$ cat config.mk
export PLATFORM = sky130hd
export DESIGN_NAME = fetch_queue
export DESIGN_NICKNAME = d
export VERILOG_FILES = /design/src/rtl/fetch_queue.sv
export SDC_FILE = /design/constraint.sdc
export NUM_CORES = 1
export LEC_CHECK = 0
export ABC_AREA = 1
export BUFFER_PORTS_ARGS = -buffer_cell sky130_fd_sc_hd__buf_2
export CORE_MARGIN = 1.5
export CORE_UTILIZATION = 25
export DETAILED_ROUTE_END_ITERATION = 7
export GPL_TIMING_DRIVEN = 0
export PLACE_DENSITY = 0.45
export SYNTH_ARGS = -nofsm -noshare
export SYNTH_HDL_FRONTEND = slang
export SYNTH_SLANG_ARGS = --single-unit
$ cat constraint.sdc
create_clock -name clk -period 5.7 [get_ports clk]
set_input_delay 0.57 -clock clk [delete_from_list [all_inputs] [get_ports clk]]
set_output_delay 0.57 -clock clk [all_outputs]
set_load 0.02 [all_outputs]
$ cat src/rtl/fetch_queue.sv
// rtl/fetch_queue.sv - fetch-to-decode instruction queue with opcode predecode
module fetch_queue #(
  parameter int DEPTH = 2,
  parameter int size  = 32
) (
  input  logic            clk,
  input  logic            rst_n,
  input  logic            flush,
  input  logic            in_valid,
  output logic            in_ready,
  input  logic [size-1:0] in_pc,
  input  logic [size-1:0] in_instr,
  output logic            out_valid,
  input  logic            out_ready,
  output logic [size-1:0] out_pc,
  output logic [size-1:7] out_instr,
  output logic [6:0]      out_opcode,
  output logic [2:0]      out_imm_sel,
  output logic            out_illegal
);

  // DEPTH is 2 or 4, so the pointer covers exactly DEPTH slots.
  localparam int AW = $clog2(DEPTH);
  localparam int CW = $clog2(DEPTH) + 1;

  // Immediate-select encodings shared with the immediate generator.
  localparam logic [2:0] Imm_I   = 3'd0;
  localparam logic [2:0] Imm_S   = 3'd1;
  localparam logic [2:0] Imm_B   = 3'd2;
  localparam logic [2:0] Imm_U   = 3'd3;
  localparam logic [2:0] Imm_J   = 3'd4;
  localparam logic [2:0] Imm_JR  = 3'd5;
  localparam logic [2:0] Imm_csr = 3'd6;

  localparam logic [6:0] OP_JAL    = 7'b1101111;
  localparam logic [6:0] OP_JALR   = 7'b1100111;
  localparam logic [6:0] OP_IMM    = 7'b0010011;
  localparam logic [6:0] OP_LOAD   = 7'b0000011;
  localparam logic [6:0] OP_LUI    = 7'b0110111;
  localparam logic [6:0] OP_AUIPC  = 7'b0010111;
  localparam logic [6:0] OP_BRANCH = 7'b1100011;
  localparam logic [6:0] OP_STORE  = 7'b0100011;
  localparam logic [6:0] OP_SYSTEM = 7'b1110011;
  localparam logic [6:0] OP_REG    = 7'b0110011;

  logic [AW-1:0] wr_ptr;
  logic [AW-1:0] rd_ptr;
  logic [CW-1:0] count;

  // Payload storage; predecode results travel with each entry.
  logic [size-1:0] pc_mem    [DEPTH];
  logic [size-1:0] instr_mem [DEPTH];
  logic [2:0]      sel_mem   [DEPTH];
  logic            ill_mem   [DEPTH];

  logic            push;
  logic            pop;
  logic [2:0]      pre_sel;
  logic            pre_ill;
  logic [size-1:0] head_instr;

  // Advance a pointer, wrapping from the last slot back to slot 0.
  function automatic logic [AW-1:0] next_ptr(input logic [AW-1:0] p);
    if (p == AW'(DEPTH - 1)) begin
      return '0;
    end
    return p + AW'(1);
  endfunction

  // Handshake status comes only from registered count, never from the other side.
  always_comb begin
    in_ready  = (count < CW'(DEPTH));
    out_valid = (count != '0);
    push      = in_valid && in_ready;
    pop       = out_valid && out_ready;
  end

  // Predecode the incoming opcode into an immediate select and an illegal flag.
  always_comb begin
    pre_sel = Imm_I;
    pre_ill = 1'b0;
    case (in_instr[6:0])
      OP_JAL:    pre_sel = Imm_J;
      OP_JALR:   pre_sel = Imm_JR;
      OP_IMM,
      OP_LOAD:   pre_sel = Imm_I;
      OP_LUI,
      OP_AUIPC:  pre_sel = Imm_U;
      OP_BRANCH: pre_sel = Imm_B;
      OP_STORE:  pre_sel = Imm_S;
      OP_SYSTEM: pre_sel = in_instr[14] ? Imm_csr : Imm_I;
      OP_REG:    pre_sel = Imm_I;
      default: begin
        pre_sel = Imm_I;
        pre_ill = 1'b1;
      end
    endcase
  end

  // Control state: flush wins over any push or pop in the same cycle.
  always_ff @(posedge clk or negedge rst_n) begin
    if (!rst_n) begin
      wr_ptr <= '0;
      rd_ptr <= '0;
      count  <= '0;
    end else if (flush) begin
      wr_ptr <= '0;
      rd_ptr <= '0;
      count  <= '0;
    end else begin
      if (push) begin
        wr_ptr <= next_ptr(wr_ptr);
      end
      if (pop) begin
        rd_ptr <= next_ptr(rd_ptr);
      end
      case ({push, pop})
        2'b10:   count <= count + CW'(1);
        2'b01:   count <= count - CW'(1);
        default: count <= count;
      endcase
    end
  end

  // Payload write; no reset needed since out_valid qualifies every read.
  always_ff @(posedge clk) begin
    if (push && !flush) begin
      pc_mem[wr_ptr]    <= in_pc;
      instr_mem[wr_ptr] <= in_instr;
      sel_mem[wr_ptr]   <= pre_sel;
      ill_mem[wr_ptr]   <= pre_ill;
    end
  end

  // Head outputs read straight from storage; illegal is masked when empty.
  always_comb begin
    head_instr  = instr_mem[rd_ptr];
    out_pc      = pc_mem[rd_ptr];
    out_instr   = head_instr[size-1:7];
    out_opcode  = head_instr[6:0];
    out_imm_sel = sel_mem[rd_ptr];
    out_illegal = out_valid && ill_mem[rd_ptr];
  end

endmodule

# == Word level (Yosys, flattened, before mapping) ==
# Memory sizes are Yosys's and may differ from the RTL's.
# Cells that the tools add are included.
# totals
latch_bits,0
word_cells,56
romBits,0
regBits,4
mem_bits_rw,136
n_memories,4
inputBits,69
output_inout_bits,70
# memory_table
memory,depth,word_bits,rd,rd_clocked_by_memory_dff,wr,line_no,text
instr_mem,2,32,1,0,1,52,logic [size-1:0] instr_mem [DEPTH];
pc_mem,2,32,1,0,1,51,logic [size-1:0] pc_mem [DEPTH];
sel_mem,2,3,1,0,1,53,logic [2:0] sel_mem [DEPTH];
ill_mem,2,1,1,0,1,54,logic ill_mem [DEPTH];
# op_classes
n_eq_ne,12
n_bitwise,0
multipliers,0
shift,0
div_mod_pow,0
add_sub_neg,4
magnitude_cmp,1
reduce_logical,11
mux,21
# op_table
op,n
$eq 7x7->1 const B,4
$eq 7x6->1 const B,3
$pmux 3 s6,1
$mux 1,17
$eq 7x5->1 const B,2
$reduce_or 10->1,1
$eq 7x2->1 const B,1
$reduce_bool 2->1,3
$logic_and 1x1->1,4
$pmux 2 s2,1
$mux 3,1
$reduce_bool 3->1,1
$add 1x1->1 const B,2
$add 2x1->2 const B,1
$eq 2x1->1 const B,1
$eq 2x2->1 const B,1
$lt 2x2->1 const B,1
$mux 2,1
$reduce_or 2->1,1
$sub 2x1->2 const B,1
$logic_not 1->1,1

# == Longest topological paths before layout ==
# Gate-level depths: netlist of the first run.
# logic_depth
depth_word,7
depth_mapped,8
mapped_depth_nobuf,8

# == Worst setup path after synthesis of the first run ==
# Ideal clock, no wire load.
# synth_timing
path_type,register -> register
start,register count[1]
end,memory ill_mem[0] (enable)
arrival_time_ns,3.637
setup_ns,0.495
required_ns,5.205
path_buffers,0
stages_incl_launch_ff,6
slack_ns,1.568
period_less_slack_ns,4.132
cell_sequence,dfrtp_1 > inv_2 > nand2_2 > inv_4 > nand2_1 > nor2_1
# synth_via
elab_chain_cells,5
# synth_rtl
element,line_no,text
"start, declared",48,logic [CW-1:0] count;
"start signal, assigned",118,2'b10: count <= count + CW'(1);
"start signal, assigned",119,2'b01: count <= count - CW'(1);
"start signal, assigned",120,default: count <= count;
$lt 2x2->1,72,in_ready = (count < CW'(DEPTH));
net in_ready,10,"output logic in_ready,"
$logic_and 1x1->1,74,push = in_valid && in_ready;
$logic_and 1x1->1,127,if (push && !flush) begin
$mux 1,127,
$mux 1 (implied by the code),131,ill_mem[wr_ptr] <= pre_ill;
"end, declared",54,
# The timed path passes the listed nets, and every way through them passes these cells.

# == Worst setup path in the final report of the first run ==
# layout_timing
start,register rd_ptr
end,output out_imm_sel[1]
# layout_via
elab_chain_cells,1
# layout_rtl
element,line_no,text
"start, declared",47,logic [AW-1:0] rd_ptr;
"start signal, assigned",115,rd_ptr <= next_ptr(rd_ptr);
$mem_v2 2x3,n/a,
"end, declared",18,"output logic [2:0] out_imm_sel,"
# No other way between the ends.

==> run summary, run 1 <==
DP HPWL -> 8.43 mm
Port buffer count -> 138
Power Total -> 2.98 mW
Antenna cells -> 0
Worst-Margin Slew -> 0.744 ns
Placed cells -> 835
Final min period -> 2.42 ns
Clock Tree Buf Depth -> 2
Die X -> 149 um
I/O Pins -> 139
Pre-CTS WS -> 3.46 ns
Max Fclk -> 413 MHz
Initial antenna violation count -> 2
Register area share after synthesis -> 78.7%
Worst slew margin -> 50.3%
WL/cell -> 14.3 um
Synth warn -> 0
Final RePlAce weighted congestion -> 0.790
Worst Hold Class -> in2reg
CTS tree -> built
Setup repair after global routing missed its margin -> false
DR pass1 iterations -> 4
Worst path slowest cell -> clkbuf_1
Critical path type -> reg2out
Fillers -> 2152
Num Clock Sinks -> 140
Root Driver -> clkbuf_16
First-pass GRT wire length -> 18.8 mm
Buffer count from post-CTS setup fixing -> 0
Post-synth net total -> 487
CP Capture Type -> output pin
Min Hold Slack -> 0.345 ns
VDD IR max -> 0.190 mV
Synth area leaders -> edfxtp_1 77%, nand2_1 15%, dfrtp_1 1.9%
Final worst slack -> 3.28 ns
CP max stage delay -> 0.39 ns
Final Cell Area -> 7060 um^2
Synth top area share -> 76.8%
Die height -> 149 um
Total grt overflow -> 0
Fin crit share -> 42.5%
Die area -> 22200 um^2
DRT antenna net count -> 0
Reg clk slew, reported paths -> 0.06 ns
Worst-path maximum fanout -> 10
Largest net degree at the start of global routing -> 30
Commonest non-fill, non-tap cell in the layout -> nand2_1
Core area -> 21000 um^2
Syn Area/Cell -> 12.7 um^2
Mapped Cells -> 418
Worst setup SP type -> flip-flop
Max cap viols -> 0
Mapped Area -> 5320 um^2
H-tree depth -> 4
Slew Limit Fails -> 0
Initial Util -> 25.4%
Layout cells sized above 1 -> 32.8%
Placed Area -> 6460 um^2
Clock Latency Late Sink -> 0.41 ns
Yosys reg bits -> 140
Setup TNS -> 0 ns
Endpoints failing hold -> 0
Row cnt -> 53
Vias in the first global route -> 3497
Commonest non-fill, non-tap cells in the layout -> 214 x nand2_1, 147 x buf_2, 136 x edfxtp_1, 17 x clkbuf_16, 9 x nand3_1
Non-Filler Instances -> 867
Area of the multi-input gates -> 1030 um^2
Via Count -> 3498
Critical path data arrival time -> 1.85 ns
Cell Pwr Density -> 422 nW/um^2
Resized Gates After CTS -> 0
CTS hold repair buffers -> 1
CTS buffer count -> 17
Critical-path cell list -> buf_2 -> inv_2 -> clkbuf_1 -> nand2_1 -> nand2_1 -> buf_2
Skew final -> 0.00594 ns
Area Overhead vs Synth -> 32.8%
Starting DRT DRC Count -> 125
Final nets -> 649
Lkg Pwr -> 2.96 nW
Status -> complete, no violations
Final Core Density -> 33.7%
DRC Markers -> 0
Register area -> 4180 um^2
Post-Route WL -> 12.4 mm
Vias per inst -> 4.03
Unique cell type count in the Yosys netlist -> 24
Total GRT Usage -> 11.5%
Final setup fails -> 0
Critical Path RT -> 5.13 ns
Area leader, netlist -> edfxtp_1
==> cell usage after synthesis, drive strengths merged <==
cell	instances
nor2	11
buf	10
o21ai	3
o22ai	1
inv	11
a21oi	2
o21bai	1
o211ai	1
nand3	10
nor3	2
nand2	219
xor2	1
or2	1
clkbuf	5
dfrtp	4
edfxtp	136
==> cell type report <==
cell class                      count  share of cell area [%]
Clock inverter                     13                    2.36
Inverter                           11                   0.620
Timing Repair Buffer              143                    11.2
Buffer                             15                    1.01
Tap cell                          275                    4.87
Multi-Input combinational cell    252                    14.7
Clock buffer                       18                    6.08
Sequential cell                   140                    59.2
==> report_power, final <==
| group | leakage (nW) | internal, mW | switching [mW] |
|---|---|---|---|
| clock | 0.285 | 0.690 | 0.431 |
| combinational | 1.37 | 0.187 | 0.444 |
| sequential | 1.30 | 1.21 | 0.0198 |
| total | 2.96 | 2.09 | 0.895 |
==> critical path, delay by kind of cell (launching register included) <==
kind                   cells  cell delay (ns)
buffers and inverters      4             0.90
flip-flops                 1             0.36
AND/OR/NAND/NOR            2             0.18
==> registers in the layout (all words and copies together), names as in the netlist <==
name,flops
instr_mem,64
pc_mem,64
sel_mem,6
count,2
ill_mem,2
rd_ptr,1
wr_ptr,1
==> final timing paths <==
kind                             start              end  slack [ns]  cells past startpoint
max                             rd_ptr   out_imm_sel[1]        3.28                      6
min reg2reg                   count[0]         count[0]        0.55                      2
min                        in_instr[9]  instr_mem[1][9]        0.34                      1
min in group asynchronous        rst_n           rd_ptr        0.50                      2
max reg2reg                   count[1]     pc_mem[0][7]        3.72                      6
max in group asynchronous        rst_n           wr_ptr        5.08                      2
==> logic make-up (layout without fill, tap and decap cells) <==
| group | count (synthesis) | in the layout | share of synthesized area, % |
|---|---|---|---|
| xor+xnor | 1 | 1 | 0.165 |
| simple gates | 243 | 243 | 18.1 |
| compound gates | 8 | 8 | 0.870 |
| flops | 140 | 140 | 78.7 |
| buf+inv | 26 | 200 | 2.16 |
==> routing by layer <==
metal	GRT usage, %	routed length [um]
met2	19.3	6020
met4	3.56	114
met5	0	13
met1	13.8	5490
met3	4.25	783
Power figures use the tool's default switching activity.
==> inputs of run 2 (changes only) <==
--- a/config.mk
+++ b/config.mk
@@ -11,7 +11,7 @@
 export CORE_UTILIZATION = 25
 export DETAILED_ROUTE_END_ITERATION = 7
 export GPL_TIMING_DRIVEN = 0
-export PLACE_DENSITY = 0.45
+export PLACE_DENSITY = 0.46
 export SYNTH_ARGS = -nofsm -noshare
 export SYNTH_HDL_FRONTEND = slang
 export SYNTH_SLANG_ARGS = --single-unit
==> constraint.sdc (replaced) <==
create_clock -name clk -period 2.15 [get_ports clk]
set_input_delay 0.215 -clock clk [delete_from_list [all_inputs] [get_ports clk]]
set_output_delay 0.215 -clock clk [all_outputs]
set_load 0.02 [all_outputs]
==> run summary, run 2 (synthesis results as in run 1) <==
Final worst slack -> 0.204 ns
CP Launch Point -> rd_ptr
Critical path type -> reg2out
Endpoints failing hold -> 0
DRT antenna net count -> 0
Max cap viols -> 0
First-pass GRT wire length -> 19.0 mm
Die area -> 22200 um^2
DR pass1 iterations -> 4
DP HPWL -> 8.33 mm
Final setup fails -> 0
Clock Latency Late Sink -> 0.41 ns
Worst Hold Class -> in2reg
Worst r2r src -> count[1]
Clock Tree Buf Depth -> 2
Vias in the first global route -> 3795
Layout cells sized above 1 -> 30.1%
Num Clock Sinks -> 140
DRC Markers -> 0
Commonest non-fill, non-tap cell in the layout -> nand2_1
Largest net degree at the start of global routing -> 31
Die height -> 149 um
Total GRT Usage -> 11.5%
Total grt overflow -> 0
GR Util met2 -> 20.2%
Initial antenna violation count -> 0
Pre-CTS WS -> 0.296 ns
GR Util met1 -> 13.2%
H-tree depth -> 4
Core area -> 21000 um^2
Lkg Pwr -> 3.19 nW
Fin crit share -> 90.5%
Root Driver -> clkbuf_16
Worst-path maximum fanout -> 10
Final min period -> 1.95 ns
Buffer count from post-CTS setup fixing -> 0
Slew Limit Fails -> 0
Final nets -> 707
CP Capture Type -> output pin
Worst setup SP type -> flip-flop
Status -> complete, no violations
Starting DRT DRC Count -> 99
Grt peak-use layer -> met2
Area Overhead vs Synth -> 43.5%
Critical Path RT -> 1.93 ns
VDD IR max -> 0.496 mV
Placed cells -> 835
Initial Util -> 25.4%
Worst slew margin -> 59.8%
Max Fclk -> 514 MHz
Met3 GRT Util -> 3.52%
Non-Filler Instances -> 926
Commonest non-fill, non-tap cells in the layout -> 213 x nand2_1, 146 x buf_2, 136 x edfxtp_1, 59 x dlygate4sd3_1, 17 x clkbuf_16
Port buffer count -> 138
Setup repair after global routing missed its margin -> false
Skew final -> 0.00556 ns
Die X -> 149 um
Antenna cells -> 0
Worst-Margin Slew -> 0.598 ns
Top flop regs -> instr_mem x64, pc_mem x64, sel_mem x6
Final RePlAce weighted congestion -> 0.693
Critical path data arrival time -> 1.73 ns
CTS tree -> built
WL/cell -> 13.3 um
Setup TNS -> 0 ns
Cell Pwr Density -> 1030 nW/um^2
Post-Route WL -> 12.3 mm
Final Core Density -> 36.4%
CTS buffer count -> 17
I/O Pins -> 139
Hold_sp -> in_instr[0]
Fillers -> 2081
Via Count -> 3753
Row cnt -> 53
Vias per inst -> 4.05
Reg clk slew, reported paths -> 0.06 ns
run 2: stage by stage:
| stage | cell area (um^2) | total power, mW | hold slack [ns] |
|---|---|---|---|
| finish | 7630 | 7.87 | 0.0281 |
| detailed placement | 6460 | 5.04 | 0.0332 |
| global placement | 6380 | 4.99 | 0.0270 |
| CTS | 7630 | 8.03 | 0.000380 |
| floorplan | 5350 | 4.36 | -0.0806 |
| global route | 7630 | 8.28 | 0.00118 |
run 2: worst paths after layout:
path / cells after the start / slack (ns) / end
hold reg to reg: 2 / 0.55 / count[0]
min in group asynchronous: 2 / 0.14 / count[1]
setup / recovery: 6 / 0.20 / out_pc[20]
max in group asynchronous: 2 / 1.87 / wr_ptr
hold / removal: 1 / 0.03 / instr_mem[0][0]
setup reg to reg: 6 / 0.31 / instr_mem[0][0]
run 2: area by class of cell:
| cell class | instances | area [um^2] | area share [%] |
|---|---|---|---|
| clock buffers | 18 | 429 | 5.62 |
| clock inverters | 14 | 146 | 1.92 |
| flip-flops and latches | 140 | 4180 | 54.8 |
| repair buffers | 201 | 1360 | 17.8 |
| inverters | 11 | 46.3 | 0.606 |
| multi-input cells | 252 | 1050 | 13.7 |
| well taps | 275 | 344 | 4.51 |
| plain buffers | 15 | 75.1 | 0.983 |
run 2: where the power goes:
part	leakage (nW)	internal [mW]	switching (mW)
sequential	1.30	3.21	0.0557
clock	0.268	1.71	1.14
combinational	1.62	0.570	1.19
total	3.19	5.49	2.38
run 2: what timing repair did:
| item | 4_1_cts | 5_1_grt |
|---|---|---|
| resized for setup | 1 | 1 |
| hold endpoints to repair | 120 | 0 |
| hold buffers | 59 | 0 |
| endpoints found under the setup margin | 3 | 1 |
run 2: critical path, cell delays in order (launching register included):
cell and delay, ns:
dfrtp_1 0.32, buf_2 0.19, buf_4 0.22, buf_2 0.27
nand2_1 0.07, nand2_1 0.07, buf_2 0.16
run 2: metal layers:
layer | part of all wire (%) | up-vias | wire length [um]
met4 | 1.3 | 0 | 164
met3 | 4.9 | 12 | 602
li1 | - | 1856 | -
met1 | 44 | 1799 | 5370
met2 | 50 | 86 | 6140
met5 | 0 | - | 0
